**config.mk**
```make
export PLATFORM = sky130hd
export DESIGN_NAME = systolic_skew_buffer_flat
export DESIGN_NICKNAME = d
export VERILOG_FILES = /design/src/rtl/systolic_skew_buffer_if.sv /design/src/rtl/systolic_skew_buffer.sv /design/src/flat_wrapper.sv
export SDC_FILE = /design/constraint.sdc
export NUM_CORES = 1
export LEC_CHECK = 0
export ABC_AREA = 1
export BUFFER_PORTS_ARGS = -buffer_cell sky130_fd_sc_hd__buf_2
export CORE_ASPECT_RATIO = 1.5
export CORE_MARGIN = 1.5
export CORE_UTILIZATION = 30
export CTS_CLUSTER_DIAMETER = 200
export DETAILED_ROUTE_END_ITERATION = 10
export PLACE_DENSITY_LB_ADDON = 0.3
export SYNTH_ARGS = -nofsm -noshare
export SYNTH_HDL_FRONTEND = slang
export SYNTH_SLANG_ARGS = --single-unit
```
**constraint.sdc**
```tcl
create_clock -name clock_i -period 0.8 [get_ports clock_i]
set_input_delay 0.12 -clock clock_i [delete_from_list [all_inputs] [get_ports clock_i]]
set_output_delay 0.12 -clock clock_i [all_outputs]
set_load 0.005 [all_outputs]
```
**src/rtl/systolic_skew_buffer_if.sv**
```systemverilog
// Bus between the operand/result buffers and the skew buffer: stall/flush control,
// per-channel valid and packed data in, and per-channel delayed valid/data plus emptiness out.
interface systolic_skew_buffer_if #(
    parameter int DATA_W   = 16,
    parameter int CHANNELS = 4
);
    logic                       enable_i;
    logic                       flush_i;
    logic [CHANNELS-1:0]        valid_i;
    logic [CHANNELS*DATA_W-1:0] data_i;
    logic [CHANNELS-1:0]        valid_o;
    logic [CHANNELS*DATA_W-1:0] data_o;
    logic                       empty_o;

    modport master (
        output enable_i, flush_i, valid_i, data_i,
        input  valid_o, data_o, empty_o
    );

    modport slave (
        input  enable_i, flush_i, valid_i, data_i,
        output valid_o, data_o, empty_o
    );
endinterface

```
**src/rtl/systolic_skew_buffer.sv**
```systemverilog
// Per-channel delay line that skews operands into (or deskews results out of) a systolic
// MAC array; every stage is a {valid, data} flop, with stall, flush and drain detection.
module systolic_skew_buffer #(
    parameter int DATA_W     = 16,
    parameter int CHANNELS   = 4,
    parameter int MODE       = 0,
    parameter int BASE_DELAY = 1
) (
    input  logic                 clock_i,
    input  logic                 resetn_i,
    systolic_skew_buffer_if.slave bus
);
    logic [CHANNELS-1:0]        last_valid;
    logic [CHANNELS*DATA_W-1:0] last_data;
    logic [CHANNELS-1:0]        ch_busy;

    if (BASE_DELAY < 1) begin : g_bad_base_delay
        $error("systolic_skew_buffer: BASE_DELAY must be >= 1");
    end
    if (CHANNELS < 1) begin : g_bad_channels
        $error("systolic_skew_buffer: CHANNELS must be >= 1");
    end

    for (genvar c = 0; c < CHANNELS; c++) begin : g_ch
        // SKEW lengthens the line with channel index, DESKEW shortens it.
        localparam int DEPTH = (MODE == 0) ? BASE_DELAY + c
                                           : BASE_DELAY + (CHANNELS - 1 - c);

        logic [DEPTH-1:0]  vld_q;
        logic [DATA_W-1:0] dat_q [DEPTH];
        logic              in_valid;
        logic [DATA_W-1:0] in_data;

        // Bubbles carry a zero operand so the array edge sees a MAC-neutral value.
        assign in_valid = bus.valid_i[c];
        assign in_data  = in_valid ? bus.data_i[c*DATA_W +: DATA_W] : '0;

        // NOTE: the data stages are reset along with the valid bits, because an empty
        // slot must present data 0 at the output, not whatever was left in the flop.
        always_ff @(posedge clock_i or negedge resetn_i) begin
            if (!resetn_i) begin
                vld_q <= '0;
                for (int i = 0; i < DEPTH; i++) dat_q[i] <= '0;
            end else if (bus.flush_i) begin
                vld_q <= '0;
                for (int i = 0; i < DEPTH; i++) dat_q[i] <= '0;
            end else if (bus.enable_i) begin
                // NOTE: non-blocking assignments let every stage sample its neighbour's
                // old value, so the loop order does not matter.
                vld_q[0] <= in_valid;
                dat_q[0] <= in_data;
                for (int i = 1; i < DEPTH; i++) begin
                    vld_q[i] <= vld_q[i-1];
                    dat_q[i] <= dat_q[i-1];
                end
            end
        end

        assign last_valid[c]                   = vld_q[DEPTH-1];
        assign last_data[c*DATA_W +: DATA_W]   = dat_q[DEPTH-1];
        assign ch_busy[c]                      = |vld_q;
    end

    assign bus.valid_o = last_valid;
    assign bus.data_o  = last_data;
    assign bus.empty_o = ~|ch_busy;
endmodule

```
**src/flat_wrapper.sv**
```systemverilog
// flat-port wrapper written by rule: the top's interface ports become plain ports
module systolic_skew_buffer_flat 
#(
    parameter int DATA_W     = 16,
    parameter int CHANNELS   = 4,
    parameter int MODE       = 0,
    parameter int BASE_DELAY = 1
)
  (clock_i, resetn_i, bus_enable_i, bus_flush_i, bus_valid_i, bus_data_i, bus_valid_o, bus_data_o, bus_empty_o);
  systolic_skew_buffer_if #(.DATA_W(DATA_W), .CHANNELS(CHANNELS)) bus_i ();
  input  logic clock_i;
  input  logic resetn_i;
  input wire logic [$bits(bus_i.enable_i)-1:0] bus_enable_i;
  input wire logic [$bits(bus_i.flush_i)-1:0] bus_flush_i;
  input wire logic [$bits(bus_i.valid_i)-1:0] bus_valid_i;
  input wire logic [$bits(bus_i.data_i)-1:0] bus_data_i;
  output wire logic [$bits(bus_i.valid_o)-1:0] bus_valid_o;
  output wire logic [$bits(bus_i.data_o)-1:0] bus_data_o;
  output wire logic [$bits(bus_i.empty_o)-1:0] bus_empty_o;
  assign bus_i.enable_i = bus_enable_i;
  assign bus_i.flush_i = bus_flush_i;
  assign bus_i.valid_i = bus_valid_i;
  assign bus_i.data_i = bus_data_i;
  assign bus_valid_o = bus_i.valid_o;
  assign bus_data_o = bus_i.data_o;
  assign bus_empty_o = bus_i.empty_o;
  systolic_skew_buffer #(.DATA_W(DATA_W), .CHANNELS(CHANNELS), .MODE(MODE), .BASE_DELAY(BASE_DELAY)) u_core (.clock_i(clock_i), .resetn_i(resetn_i), .bus(bus_i));
endmodule
```
Yosys cells after proc, flatten, opt, wreduce, memory -nomap -nowiden --
Cells that the tools add are included.
Cells by class: mux-type cells 20, reduce and logical (&&, ||, !) cells 3
Operators by type and width (count):
- $mux W64 | 2
- $mux W16 | 6
- $mux W48 | 2
- $mux W32 | 2
- $reduce_or A10 Y1 | 1
- $mux W4 | 2
- $mux W3 | 2
- $mux W2 | 2
- $mux W1 | 2
- $reduce_bool A2 Y1 | 1
- $logic_not A1 Y1 | 1
Storage, ports and cells: output and inout bits 69, input port bits 72, logic and storage cells 37, register bits after elaboration 170

Longest topological paths before layout --
depth in word-level cells 3, mapped depth 6, mapped depth without buffers 4

Worst setup path before layout --
Ideal clock, no wire load.
path type input-to-reg, start input port bus_valid_i[1], end register u_core.g_ch[1].dat_q[21] in the netlist's numbering, setup slack -0.047 ns, setup time 0.065 ns, stages on the path 4, arrival 0.782 ns, path through clkbuf_1 clkbuf_1 nand3_1 nand2_1
Between the ends: cells in the longest elaborated chain, start to end 3
Ends and longest elaborated chain:
- start: declaration | line flat_wrapper.sv:15 | input wire logic [$bits(bus_i.valid_i)-1:0] bus_valid_i;
- $mux W16 | line systolic_skew_buffer.sv:36 | assign in_data = in_valid ? bus.data_i[c*DATA_W +: DATA_W] : '0;
- $mux W32 | line systolic_skew_buffer.sv:47 | end else if (bus.enable_i) begin
- $mux W32 | line systolic_skew_buffer.sv:44 | end else if (bus.flush_i) begin
- end signal: indexed assignment | line systolic_skew_buffer.sv:54 | dat_q[i] <= dat_q[i-1];
- end: declaration | line systolic_skew_buffer.sv:30 | logic [DATA_W-1:0] dat_q [DEPTH];
No other way between the ends. The select of a mux whose other input is x is not followed. A chain may end at the register's enable or synchronous reset.

Final worst setup path --
start register u_core.g_ch[2].vld_q[0], end output port bus_empty_o
Between the ends: cells in the longest elaborated chain, start to end 2
Ends and longest elaborated chain:
- start: declaration | line systolic_skew_buffer.sv:29 | logic [DEPTH-1:0] vld_q;
- start signal: assignment | line systolic_skew_buffer.sv:50 | vld_q[0] <= in_valid;
- start signal: indexed assignment | line systolic_skew_buffer.sv:53 | vld_q[i] <= vld_q[i-1];
- $reduce_or A10 Y1 | line systolic_skew_buffer.sv:66 | assign bus.empty_o = ~|ch_busy;
- $logic_not A1 Y1 | line systolic_skew_buffer.sv:66
- end: declaration | line flat_wrapper.sv:19 | output wire logic [$bits(bus_i.empty_o)-1:0] bus_empty_o;
No other way between the ends.

==> run metrics <==
status complete, but fails checks; failing checks setup timing; Compound-Gate Fraction of Synth Area less than 1%; CTS buffer count 17; Fin. Hold Viols 0; Synth cell types 12; Detailed Routing Iterations Pass 1 4; Power Density just under 2000 nW/um2; R2R Setup Slk -20 ps; clk_lat worst skew 430 ps; Avg Synthesized Cell Area about 8.8 um2; Max H-tree Level 4; HP Class in2reg; Routed Antenna Nets 0; CTS clock-pin slew for the worst setup and hold paths 70 ps; routed vias/inst 4.22; post-synthesis mux area share 0%; Starting DRT DRC Count 300; Worst R2R End u_core.bus.data_o[57]; period utilization 169%; drc violations 0; cell area after synthesis around 6900 um2; clock tree sinks 170; Worst Hold Depth 3; Final Net Count roughly 1100; top cell type's share of synthesized area 61.5%; P_leak between 5 and 6 nW; Fin Hold WS between 80 and 90 ps; R2R cell count 4; Synth Area in Adders 0%; GP Congestion 0.733; Setup CP Type reg2out; Syn Nets 857; clock skew 7.01 ps; core footprint 22500 um2; Cell Area, Placed 7880 um2; Die X 127 um; DP HPWL 10200 um; global-route wire length before repair 26800 um; Port Buf Inserts between 100 and 150; WL/cell 12.8 um; VDD IR max 0.00152 V; total number of vias 5397; Area Growth Syn to Fin 37.3%; Post-Synth XOR/XNOR Area 0%; final period demand of the worst path roughly 1400 ps; WP data arrival 1230 ps; simple-gate portion of the synthesized area 28.4%; reg2reg start u_core.bus.data_o[57]; Seq/Total Area, Yosys roughly 60%; vias in the first global route 5465; Synth area leader dfrtp_1; Syn Inst Count 785; CTS root buffer clkbuf_16; Synth Warn # 0; WP data required 680 ps; Worst Hold Path EP u_core.g_ch[0].vld_q; max-cap check violation count 0; initial antenna violation count 0; maximum clock rate 739 MHz; Fillers between 2000 and 2500; slew margin rel. 73.2%; CP max FO 2; worst-margin pin slew 402 ps; Final Cell Area between 9000 and 10000 um2; # IOs 141; crit start category flop; Clock Path Buffers 2; full die area 24000 um2; WL final 16300 um; largest family of logic cells by synthesized area simple AND/OR/NAND/NOR gates; final worst slack -554 ps; Setup crit end kind primary output; largest net degree at the start of global routing between 50 and 60; synthesized flop and latch total 170; final setup fails 72; Die H 189 um; RSZ-0062 raised after global routing true; share of cells above drive strength 1 between 20% and 30%; GR Overflow Total 0; Pins Over Slew Limit 0; # rows 67; HP Start bus_valid_i[0]; CTS tree yes; top post-synthesis cells by area dfrtp_1 (61%), nand2_1 (23%), buf_4 (6.4%); initial core utilization 30.8%; Total GRT Usage 14.2%
==> logic make-up (layout without fill, tap and decap cells) <==
group | Yosys count | count (layout)
DFF | 170 | 170
other | 0 | 1
AOI/OAI and AO/OA | 10 | 10
and+or+nand+nor | 501 | 501
buffers and inverters | 104 | 322
==> layout make-up <==
cell class                      count  area [um2]  share of cell area (%)
Inverter                            8        30.0                   0.316
Antenna cell                        1        2.50                  0.0263
Multi-Input combinational cell    511        2040                    21.5
Clock buffer                       17         425                    4.48
Sequential cell                   170        4250                    44.8
Clock inverter                     15         166                    1.75
Tap cell                          276         345                    3.64
Timing Repair Buffer              282        2230                    23.5
==> per-layer routing <==
| layer | GRT usage [%] | vias to the layer above | share of wire (%) | wire [um] |
|---|---|---|---|---|
| met5 | 0 | - | 0 | 0 |
| met2 | 23.4 | 121 | 48 | 7870 |
| met3 | 3.19 | 26 | 4.0 | 650 |
| li1 | - | 2770 | - | - |
| met4 | 6.12 | 0 | 2.1 | 349 |
| met1 | 17.8 | 2480 | 46 | 7450 |
==> worst max-delay path: stages (launching register included) <==
cell and delay, ps:
dfrtp_1 400, nor2_1 110, nand3_1 90, nor2_1 100, buf_2 120
==> synthesized netlist by cell type (all sizes together) <==
| master | number |
|---|---|
| clkbuf | 7 |
| nand2 | 428 |
| o21ai | 10 |
| nand3 | 65 |
| nor2 | 8 |
| buf | 89 |
| dfrtp | 170 |
| inv | 8 |
==> power by group <==
| group | internal (W) | switching, W | total, W |
|---|---|---|---|
| Clock | 0.00466 | 0.00366 | 0.00832 |
| Combinational | 0.000761 | 0.000817 | 0.00158 |
| Sequential | 0.00880 | 0.000109 | 0.00890 |
| Total | 0.0142 | 0.00458 | 0.0188 |
==> how the worst max path moves through the flow <==
stage                                  startpoint                  endpoint  depth (start not counted)
final                     u_core.g_ch[2].vld_q[0]               bus_empty_o                          4
after global routing      u_core.g_ch[2].vld_q[1]               bus_empty_o                          4
after global placement               bus_enable_i  u_core.g_ch[3].dat_q[48]                          7
after CTS                 u_core.g_ch[2].vld_q[0]               bus_empty_o                          4
after detailed placement             bus_enable_i  u_core.g_ch[3].dat_q[52]                          7
after floorplan                       bus_flush_i  u_core.g_ch[3].dat_q[59]                          5
==> per-stage QoR <==
step                      setup TNS (ps)  total power (W)  util (%)  instances  worst slack [ps]
after global placement            -30440           0.0104      35.1       1145              -240
after CTS                         -20570           0.0191      41.8       1269              -617
after global routing              -21620           0.0195      42.3       1279              -639
final                             -18450           0.0188      42.3       1280              -554
after detailed placement          -31030           0.0104      35.1       1145              -251
after floorplan                        0          0.00959         -        785              25.0
==> flip-flops by register name, summed over array words and instances, names as in the netlist <==
register / flops
u_core.bus.data_o: 48
u_core.g_ch.dat_q: 112
u_core.g_ch.vld_q: 10
==> cells in the final DEF, fill, tap and decap left out, types with 5 or more instances in the layout <==
master and n:
buf_12 17, buf_2 131, buf_4 51, buf_6 18, clkbuf_16 17, clkinvlp_4 5
dfrtp_1 170, dlygate4sd3_1 65, inv_1 6, nand2_1 423, nand2_2 5, nand3_1 65
nor2_1 5, o21ai_0 8
==> what timing repair did <==
action	in CTS	in global routing
gates resized for setup	15	12
hold buffers	65	0
pin swaps	1	5
buffers inserted	27	12
setup endpoints to repair	70	71
hold endpoints to repair	234	0
Power figures use the tool's default switching activity.
